[config.mk]
export PLATFORM = sky130hd
export DESIGN_NAME = axi4_wb_drop_sender
export DESIGN_NICKNAME = d
export VERILOG_FILES = /design/src/rtl/axi4_rab_pkg.sv /design/src/rtl/axi_buffer_rab.sv /design/src/rtl/axi4_wb_drop_sender.sv
export SDC_FILE = /design/constraint.sdc
export NUM_CORES = 1
export LEC_CHECK = 0
export ABC_AREA = 1
export BUFFER_PORTS_ARGS = -buffer_cell sky130_fd_sc_hd__buf_2
export CAP_MARGIN = 10
export CORE_ASPECT_RATIO = 2
export CORE_MARGIN = 2
export CORE_UTILIZATION = 30
export DETAILED_ROUTE_END_ITERATION = 8
export MAX_ROUTING_LAYER = met4
export PLACE_DENSITY = 0.62
export SYNTH_ARGS = -nofsm -noshare
export SYNTH_HDL_FRONTEND = slang
export SYNTH_SLANG_ARGS = --single-unit
[constraint.sdc]
create_clock -name axi4_aclk -period 3.6 [get_ports axi4_aclk]
set_input_delay 0.54 -clock axi4_aclk [delete_from_list [all_inputs] [get_ports axi4_aclk]]
set_output_delay 0.54 -clock axi4_aclk [all_outputs]
set_load 0.02 [all_outputs]
[src/rtl/axi4_rab_pkg.sv]
// Shared constants for the RAB write-side drop path.
// Holds the AXI response codes, the W/B FSM state encodings and the
// debug-state struct exported by axi4_wb_drop_sender.
package axi4_rab_pkg;

  localparam logic [1:0] RESP_OKAY   = 2'b00;
  localparam logic [1:0] RESP_SLVERR = 2'b10;

  // W channel FSM encodings
  localparam logic [1:0] W_IDLE = 2'd0;
  localparam logic [1:0] W_FWD  = 2'd1;
  localparam logic [1:0] W_DROP = 2'd2;

  // B channel FSM encodings
  localparam logic [1:0] B_IDLE = 2'd0;
  localparam logic [1:0] B_FWD  = 2'd1;
  localparam logic [1:0] B_INJ  = 2'd2;

  // Live FSM state, exposed on a port so checkers can bind to it.
  typedef struct packed {
    logic [1:0] w_state;
    logic [1:0] b_state;
  } dbg_state_t;

endpackage

[src/rtl/axi_buffer_rab.sv]
// Small synchronous FIFO with valid/ready on both sides.
// Ports:
//   clk, rstn                  clock, synchronous active-low reset
//   data_in/valid_in/ready_out write side; ready_out = not full
//   data_out/valid_out/ready_in read side; valid_out = not empty,
//                              data_out is the current head entry
// Handshake: a transfer happens on a side exactly when valid and ready are
// both high at the rising clock edge; valid never depends on ready.
// BUFFER_DEPTH must be a power of two and at least 2.
module axi_buffer_rab #(
  parameter int DATA_WIDTH   = 4,
  parameter int BUFFER_DEPTH = 4
) (
  input  logic                  clk,
  input  logic                  rstn,
  input  logic [DATA_WIDTH-1:0] data_in,
  input  logic                  valid_in,
  output logic                  ready_out,
  output logic [DATA_WIDTH-1:0] data_out,
  output logic                  valid_out,
  input  logic                  ready_in
);

  localparam int AW = $clog2(BUFFER_DEPTH);

  logic [DATA_WIDTH-1:0] mem [BUFFER_DEPTH];
  // One extra pointer bit distinguishes full from empty.
  logic [AW:0] wr_ptr;
  logic [AW:0] rd_ptr;
  logic        full;
  logic        empty;
  logic        push;
  logic        pop;

  assign empty = (wr_ptr == rd_ptr);
  assign full  = (wr_ptr[AW] != rd_ptr[AW]) &&
                 (wr_ptr[AW-1:0] == rd_ptr[AW-1:0]);

  assign ready_out = !full;
  assign valid_out = !empty;
  assign data_out  = mem[rd_ptr[AW-1:0]];

  assign push = valid_in && !full;
  assign pop  = ready_in && !empty;

  always_ff @(posedge clk) begin
    if (!rstn) begin
      wr_ptr <= '0;
      rd_ptr <= '0;
    end else begin
      if (push) wr_ptr <= wr_ptr + {{AW{1'b0}}, 1'b1};
      if (pop)  rd_ptr <= rd_ptr + {{AW{1'b0}}, 1'b1};
    end
  end

  // Storage needs no reset: pointers define which entries are live.
  always_ff @(posedge clk) begin
    if (push) mem[wr_ptr[AW-1:0]] <= data_in;
  end

endmodule

[src/rtl/axi4_wb_drop_sender.sv]
// Write-side drop sender for the RAB.
// Consumes one accept/drop decision per AW, forwards the W burst of an
// accepted write to the master port, sinks the W burst of a dropped write,
// and injects a SLVERR B response for every dropped write, merged with the
// master-side B channel towards the slave port.
// Ports:
//   axi4_aclk, axi4_arstn      clock, synchronous active-low reset
//   trans_*                    AW decisions (drop flag + AWID), trans_ready = FIFO not full
//   s_axi4_w*                  slave-side W (input)
//   m_axi4_w*                  master-side W (output)
//   m_axi4_b*                  master-side B (input)
//   s_axi4_b*                  slave-side B (output)
//   dbg_state                  current W and B FSM states
// Handshake: every channel is AXI valid/ready; a beat transfers when valid
// and ready are both high at a rising edge, and once valid is raised the
// payload is held until that edge.
module axi4_wb_drop_sender
  import axi4_rab_pkg::*;
#(
  parameter int AXI_DATA_WIDTH = 32,
  parameter int AXI_ID_WIDTH   = 4,
  parameter int AXI_USER_WIDTH = 4,
  parameter int DEC_DEPTH      = 4
) (
  input  logic                        axi4_aclk,
  input  logic                        axi4_arstn,

  input  logic                        trans_valid,
  input  logic                        trans_drop,
  input  logic [AXI_ID_WIDTH-1:0]     trans_id,
  output logic                        trans_ready,

  input  logic [AXI_DATA_WIDTH-1:0]   s_axi4_wdata,
  input  logic [AXI_DATA_WIDTH/8-1:0] s_axi4_wstrb,
  input  logic                        s_axi4_wlast,
  input  logic [AXI_USER_WIDTH-1:0]   s_axi4_wuser,
  input  logic                        s_axi4_wvalid,
  output logic                        s_axi4_wready,

  output logic [AXI_DATA_WIDTH-1:0]   m_axi4_wdata,
  output logic [AXI_DATA_WIDTH/8-1:0] m_axi4_wstrb,
  output logic                        m_axi4_wlast,
  output logic [AXI_USER_WIDTH-1:0]   m_axi4_wuser,
  output logic                        m_axi4_wvalid,
  input  logic                        m_axi4_wready,

  input  logic [AXI_ID_WIDTH-1:0]     m_axi4_bid,
  input  logic [1:0]                  m_axi4_bresp,
  input  logic [AXI_USER_WIDTH-1:0]   m_axi4_buser,
  input  logic                        m_axi4_bvalid,
  output logic                        m_axi4_bready,

  output logic [AXI_ID_WIDTH-1:0]     s_axi4_bid,
  output logic [1:0]                  s_axi4_bresp,
  output logic [AXI_USER_WIDTH-1:0]   s_axi4_buser,
  output logic                        s_axi4_bvalid,
  input  logic                        s_axi4_bready,

  output dbg_state_t                  dbg_state
);

  // ---------------- decision FIFO ----------------
  logic                    dec_ready;
  logic                    dec_valid;
  logic                    dec_pop;
  logic [AXI_ID_WIDTH:0]   dec_head;

  axi_buffer_rab #(
    .DATA_WIDTH   (AXI_ID_WIDTH + 1),
    .BUFFER_DEPTH (DEC_DEPTH)
  ) u_dec_fifo (
    .clk       (axi4_aclk),
    .rstn      (axi4_arstn),
    .data_in   ({trans_drop, trans_id}),
    .valid_in  (trans_valid),
    .ready_out (dec_ready),
    .data_out  (dec_head),
    .valid_out (dec_valid),
    .ready_in  (dec_pop)
  );

  // Held low for the whole reset so upstream never sees a phantom slot.
  assign trans_ready = dec_ready && axi4_arstn;

  // ---------------- B-drop FIFO ----------------
  logic                    bf_push;
  logic                    bf_ready;
  logic                    bf_valid;
  logic                    bf_pop;
  logic [AXI_ID_WIDTH-1:0] bf_head;
  logic [AXI_ID_WIDTH-1:0] w_id;

  axi_buffer_rab #(
    .DATA_WIDTH   (AXI_ID_WIDTH),
    .BUFFER_DEPTH (DEC_DEPTH)
  ) u_bdrop_fifo (
    .clk       (axi4_aclk),
    .rstn      (axi4_arstn),
    .data_in   (w_id),
    .valid_in  (bf_push),
    .ready_out (bf_ready),
    .data_out  (bf_head),
    .valid_out (bf_valid),
    .ready_in  (bf_pop)
  );

  // ---------------- W FSM ----------------
  logic [1:0] w_state;
  logic [1:0] w_state_nxt;
  logic       drop_wready;

  // The decision is only popped from W_IDLE, so each burst costs one idle
  // cycle; there is deliberately no bypass around an empty FIFO.
  assign dec_pop = (w_state == W_IDLE) && dec_valid;

  // Only the last dropped beat can stall: it must find room for its B.
  assign drop_wready = s_axi4_wlast ? bf_ready : 1'b1;

  always_comb begin
    m_axi4_wdata  = s_axi4_wdata;
    m_axi4_wstrb  = s_axi4_wstrb;
    m_axi4_wlast  = s_axi4_wlast;
    m_axi4_wuser  = s_axi4_wuser;
    m_axi4_wvalid = 1'b0;
    s_axi4_wready = 1'b0;
    bf_push       = 1'b0;
    w_state_nxt   = w_state;
    case (w_state)
      W_IDLE: begin
        if (dec_valid) w_state_nxt = dec_head[AXI_ID_WIDTH] ? W_DROP : W_FWD;
      end
      W_FWD: begin
        m_axi4_wvalid = s_axi4_wvalid;
        s_axi4_wready = m_axi4_wready;
        if (s_axi4_wvalid && m_axi4_wready && s_axi4_wlast) w_state_nxt = W_IDLE;
      end
      W_DROP: begin
        s_axi4_wready = drop_wready;
        if (s_axi4_wvalid && drop_wready && s_axi4_wlast) begin
          bf_push     = 1'b1;
          w_state_nxt = W_IDLE;
        end
      end
      default: w_state_nxt = W_IDLE;
    endcase
  end

  always_ff @(posedge axi4_aclk) begin
    if (!axi4_arstn) begin
      w_state <= W_IDLE;
      w_id    <= '0;
    end else begin
      w_state <= w_state_nxt;
      if (dec_pop) w_id <= dec_head[AXI_ID_WIDTH-1:0];
    end
  end

  // ---------------- B FSM ----------------
  logic [1:0] b_state;
  logic [1:0] b_state_nxt;

  // The source is chosen in B_IDLE and held until its handshake, which
  // keeps the slave-side payload stable while it waits for bready.
  always_comb begin
    s_axi4_bid    = m_axi4_bid;
    s_axi4_bresp  = m_axi4_bresp;
    s_axi4_buser  = m_axi4_buser;
    s_axi4_bvalid = 1'b0;
    m_axi4_bready = 1'b0;
    bf_pop        = 1'b0;
    b_state_nxt   = b_state;
    case (b_state)
      B_IDLE: begin
        if (bf_valid)           b_state_nxt = B_INJ;
        else if (m_axi4_bvalid) b_state_nxt = B_FWD;
      end
      B_FWD: begin
        s_axi4_bvalid = m_axi4_bvalid;
        m_axi4_bready = s_axi4_bready;
        if (m_axi4_bvalid && s_axi4_bready) b_state_nxt = B_IDLE;
      end
      B_INJ: begin
        s_axi4_bvalid = 1'b1;
        s_axi4_bid    = bf_head;
        s_axi4_bresp  = RESP_SLVERR;
        s_axi4_buser  = '0;
        if (s_axi4_bready) begin
          bf_pop      = 1'b1;
          b_state_nxt = B_IDLE;
        end
      end
      default: b_state_nxt = B_IDLE;
    endcase
  end

  always_ff @(posedge axi4_aclk) begin
    if (!axi4_arstn) b_state <= B_IDLE;
    else             b_state <= b_state_nxt;
  end

  assign dbg_state.w_state = w_state;
  assign dbg_state.b_state = b_state;

endmodule

# [Word level (Yosys, flattened, before mapping)]
# Memory sizes are Yosys's and may differ from the RTL's. A register that Yosys moved wholly into a read port is not among the register bits.
# Cells that the tools add are included.
[totals] reg_bits=20 memories=2 ramBits=36 wordCells=80 in_bits=63 rom_bits=0 latch_bits=0
[memory_table] name="u_dec_fifo.mem" depth=4 word_bits=5 read_ports=1 rd_clocked_by_memory_dff=1 write_ports=1 line="axi_buffer_rab.sv:26" source="logic [DATA_WIDTH-1:0] mem [BUFFER_DEPTH];"
[memory_table] name="u_bdrop_fifo.mem" depth=4 word_bits=4 read_ports=1 rd_clocked_by_memory_dff=1 write_ports=1 line="axi_buffer_rab.sv:26"
[classes] n_addsub=4 multipliers=0 div=0 n_eq_ne=16 n_reduce_logical=21 bitwise=0 n_shift=0 n_mux=30 order_cmp=0
[ops] operator="2-bit 2-to-1 mux" n=13
[ops] operator="1-bit logical AND" n=13
[ops] operator="3-bit by 1-bit adder with 3-bit output, second input constant" n=4
[ops] operator="2-bit case mux with 3 select lines" n=2
[ops] operator="1-bit 2-to-1 mux" n=11
[ops] operator="2-bit inequality test, second input constant" n=5
[ops] operator="4-bit 2-to-1 mux" n=2
[ops] operator="3-bit == test" n=2
[ops] operator="3-bit AND reduction" n=2
[ops] operator="2-bit by 1-bit == test with 1-bit output, second input constant" n=2
[ops] operator="2-bit == test" n=2
[ops] operator="2-bit == test, second input constant" n=2
[ops] operator="1-bit zero test" n=4
[ops] operator="2-bit zero test" n=2
[ops] operator="1-bit case mux with 2 select lines" n=2
[ops] operator="3-bit inequality test, second input constant" n=1
[ops] operator="1-bit inequality test" n=2

# [Depth between registers and ports, before layout]
[logic_depth] depth_word=11 depth_mapped=9

# [Hierarchy]
# Synthesis repeated with hierarchy kept, for this count alone.
[hier_totals] cells_unflattened=376 area_unflattened_um2=3234.4
[by_module_without_submodules] module="axi_buffer_rab (u_dec_fifo)" seq_area_each_um2=760.7 area_each_um2=1231.2 n_inst=1 cells_per_inst=120
[by_module_without_submodules] module="axi_buffer_rab (u_bdrop_fifo)" seq_area_each_um2=640.6 area_each_um2=1064.8 n_inst=1 cells_per_inst=111
[by_module_without_submodules] module="axi4_wb_drop_sender" seq_area_each_um2=160.2 area_each_um2=938.4 n_inst=1 cells_per_inst=145

# [Worst setup path before layout]
# Ideal clock, no wire load.
[synth_path] path_type="register -> output" from="register b_state[0]" to="output port s_axi4_bid[0]" t_arrival_ns=1.504 setup_slack_ns=1.556 path_stages_with_launch=6 cell_sequence="dfxtp_1 > inv_1 > ha_1 > buf_4 > clkbuf_1 > a31oi_1"
[synth_via] elab_chain_cells=2
[synth_lines] item="from (decl)" line="axi4_wb_drop_sender.sv:159" source="logic [1:0] b_state;"
[synth_lines] item="from (signal assigned)" line="axi4_wb_drop_sender.sv:198" source="else b_state <= b_state_nxt;"
[synth_lines] item="2-bit == test" line="axi4_wb_drop_sender.sv:172" source="case (b_state)"
[synth_lines] item="4-bit 2-to-1 mux" line="axi4_wb_drop_sender.sv:172"
[synth_lines] item="to (decl)" line="axi4_wb_drop_sender.sv:53" source="output logic [AXI_ID_WIDTH-1:0] s_axi4_bid,"
# No other way between the ends.

# [Final worst setup path]
[layout_path] from="register b_state[0]" to="output port s_axi4_bvalid"
[layout_via] elab_chain_cells=2 word_cells_on_any_way=3 cone_classes="eq/ne (2); mux (1)"
[layout_lines] item="2-bit == test or 2-bit by 1-bit == test with 1-bit output (tied branches)" line="axi4_wb_drop_sender.sv:172"
[layout_lines] item="1-bit case mux with 2 select lines *" line="axi4_wb_drop_sender.sv:172"
[layout_lines] item="to (decl)" line="axi4_wb_drop_sender.sv:56" source="output logic s_axi4_bvalid,"
# Every way passes the cells marked *; elsewhere a longest branch is shown, timed or not.

==> flow_summary_export.csv <==
group,metric,value,unit
timing,finalCritPeriodShare,0.6418,
logic_synthesis,synth_nets,435,
cts,cts_resized,0,
die,die-width,76.22,µm
setup_path,slowest_delay,530,ps
cts,cts_setup_buffers,0,
detailed_routing,wire_per_inst,12.50,µm
die,rows,52,
placed_design,gp_congestion,0.7298,
final_layout,n_antenna_cell,0,
power_and_ir_drop,combPwrFrac,0.232,
grt,gr-total-overflow,0,
logic_synthesis,syn_area_per_cell,8.790,µm²
power_and_ir_drop,switchingPower,657.9,µW
setup_path,cp.arrival,1770,ps
logic_synthesis,ys_warn_count,0,
timing,fmax,432.8,MHz
cts,clockRootBuffer,"clkbuf_16",
min_path,hold_class,"primary input to flip-flop",
cts,worstSkewPairLatency,320,ps
die,ioPinCount,123,
placed_design,portBuffers,42,
detailed_routing,postRouteAntennaNets,0,
grt,grt_util_all_layers,0.1207,
power_and_ir_drop,p_clk_frac,0.343,
detailed_routing,drt_iter0_markers,183,
power_and_ir_drop,power_density,615.3,mW/mm²
final_layout,drive_gt1_frac,0.1798,
final_layout,nets,441,
timing,period_minus_slack,2311,ps
power_and_ir_drop,cell_internal_pwr,1450,µW
logic_synthesis,netlist_area,0.003129,mm²
final_layout,multiInputGateArea,0.001061,mm²
cts,h-tree-depth,3,
setup_path,crit_cells,5,
outcome,outcome,"finished clean",
setup_path,worstPathCellList,"inv_1, ha_1, inv_1, a21boi_0, buf_2",
final_layout,regArea,0.001562,mm²
logic_synthesis,synth_seq_area_share,0.4990,
cts,cts.hold.buffers_added,0,
power_and_ir_drop,leakage,0.001472,µW
timing,final.setup.tns,0,ps
logic_synthesis,ys_types,25,
setup_path,path_buf_inv,3,
power_and_ir_drop,peakVddDrop,274.3,µV
detailed_routing,drc,0,
run,drv_cap,0,
power_and_ir_drop,sequentialPowerShare,0.425,
timing,relSlewSlack,0.6089,
timing,rsz0062_at_grt,"false",
placed_design,preCtsSetupSlack,1594,ps
grt,grt_pass1_wl,10290,µm
detailed_routing,vias_per_cell,4.386,
setup_path,rr_startpoint,"u_dec_fifo.wr_ptr[0]$_SDFFE_PN0N_",
grt,grt_max_degree,19,
setup_path,reg2reg_depth,6,
cts,cts.clk_slew.worst_paths,50,ps
timing,finClkSkew,5.011,ps
cts,cts_tree,"yes",
timing,maxSlewViolCount,0,
die,fp.dieH,148.4,µm
setup_path,crit_family,"adder cells",
cts,cts_buffers,9,
cts,cts_max_path_buffers,2,
setup_path,r2r-end,"u_dec_fifo.mem[3][3]$_DFFE_PP_",
setup_path,crit_fanout,17,
timing,final_hold_viol_count,0,
final_layout,syn_to_final_growth,9.476,%
timing,setup_slack,1289,ps
detailed_routing,dr.pass1.iters,4,
min_path,worstHoldEndpoint,"u_dec_fifo.mem[0][0]$_DFFE_PP_",
setup_path,end_kind,"primary output",
grt,first_global_vias,2243,
power_and_ir_drop,switching_share,0.3121,
min_path,hold_start,"trans_id[0]",
die,core,0.01015,mm²
setup_path,cpMaxStageDelayCell,"ha_1",
die,start_util,0.3083,
setup_path,crit_type,"flip-flop to primary output",
cts,cts_num_sinks,60,
detailed_routing,drt_wl_total,6274,µm
setup_path,ff2ff_setup_slack,1870,ps
logic_synthesis,ys_ff_latch,60,
setup_path,required,3060,ps
detailed_routing,vias,2202,
min_path,hold_depth,1,
placed_design,dp_hpwl,5013,µm
final_layout,fill_cells,1051,
setup_path,crit_top_cell,"inv_1",
timing,tightestPinTransition,586.6,ps
logic_synthesis,synth_cells,356,
timing,setup_viol,0,
die,dieArea,0.01131,mm²
setup_path,startpoint_type,"flip-flop",
grt,antenna_found_initial,0,
[cell type report]
cell class	instances	area share
sequential	60	0.4558
inverter	45	0.04931
tap	135	0.04931
multi-input combinational	204	0.3097
timing repair buffer	42	0.06136
clock buffer	13	0.07012
clock inverter	3	0.004383
[worst max path at each step]
stage                                  from       endpoint  slack [ps]
finish              b_state[0]$_SDFFE_PN0P_  s_axi4_bvalid        1290
global route        b_state[0]$_SDFFE_PN0P_  s_axi4_bvalid        1090
CTS                 b_state[0]$_SDFFE_PN0P_  s_axi4_bvalid        1250
detailed placement  b_state[0]$_SDFFE_PN0P_  s_axi4_bvalid        1590
global placement    b_state[0]$_SDFFE_PN0P_  s_axi4_bvalid        1690
floorplan           b_state[0]$_SDFFE_PN0P_  s_axi4_bid[0]        1560
[cells in the mapped netlist, drive strengths merged]
master | instances | area (µm²)
nor2 | 67 | 256.5
ha | 16 | 200.2
xor2 | 2 | 17.52
a21boi | 2 | 15.01
xnor2 | 1 | 8.760
clkinv | 1 | 3.750
buf | 45 | 330.3
dfxtp | 24 | 480.5
inv | 44 | 165.2
a21oi | 15 | 75.07
o21ai | 35 | 178.9
clkbuf | 2 | 7.510
edfxtp | 36 | 1081
or2 | 1 | 6.260
a31oi | 4 | 25.02
nand4 | 4 | 25.02
nand3 | 10 | 65.06
nand3b | 1 | 7.510
nand2 | 46 | 180.2
[kinds of logic after synthesis]
| kind of cell | share of synthesized area |
|---|---|
| buffers and inverters | 0.1619 |
| adders and majority gates | 0.06397 |
| xor gates and xnor gates | 0.008398 |
| AOI/OAI and AO/OA | 0.09396 |
| and+or+nand+nor | 0.1727 |
| DFF | 0.4990 |
[cell usage in the layout (no fill, tap or decap)]
master / Yosys / final
nor2_2: 2 / 2
a21oi_1: 15 / 15
buf_2: 3 / 42
clkbuf_1: 2 / 4
nand2_2: 3 / 3
ha_1: 16 / 16
nand2_1: 43 / 43
edfxtp_1: 36 / 36
inv_2: 2 / 2
nand3_2: 3 / 3
a21boi_0: 2 / 2
xor2_1: 2 / 2
clkinv_1: 1 / 1
clkinv_2: 0 / 3
o21ai_2: 1 / 1
clkbuf_16: 0 / 9
xnor2_1: 1 / 1
dfxtp_1: 24 / 24
o21ai_0: 34 / 34
nand3b_1: 1 / 1
or2_2: 1 / 1
nor2_1: 65 / 65
a31oi_1: 4 / 4
nand3_1: 7 / 7
inv_1: 42 / 42
nand4_1: 4 / 4
[metrics by stage]
step	hold slack, ps	power (µW)	util	cell area (µm²)	std cells
after detailed placement	502.3	1404	0.3124	3171	486
after floorplan	454.7	1321	-	3129	356
final	433.8	2108	0.3375	3426	502
after global placement	479.1	1387	0.3124	3171	486
after CTS	423.4	2136	0.3375	3426	502
after global routing	433.4	2267	0.3375	3426	502
[sequential cells by signal, indices dropped and copies added (netlist names), named ones only]
| name | count |
|---|---|
| u_bdrop_fifo.rd_ptr | 3 |
| u_bdrop_fifo.wr_ptr | 3 |
| w_state | 2 |
| u_dec_fifo.rd_ptr | 3 |
| w_id | 4 |
| u_bdrop_fifo.mem | 16 |
| u_dec_fifo.mem | 20 |
| u_dec_fifo.wr_ptr | 3 |
| b_state | 2 |
[power groups by stage]
stage	clock (µW)	sequential, µW	combinational, µW
after detailed placement	0	909	496
after CTS	740	896	499
final	722	896	489
after global routing	782	908	576
after floorplan	0	884	437
after global placement	0	905	482
[per-layer routing]
| metal | global-route usage | part of all wire | up-vias |
|---|---|---|---|
| li1 | - | - | 1122 |
| met1 | 0.08285 | 0.29 | 967 |
| met2 | 0.2354 | 0.56 | 50 |
| met3 | 0.02791 | 0.059 | 63 |
| met4 | 0.1127 | 0.084 | 0 |
| met5 | - | 0 | - |
(Power assumes the default switching activity.)
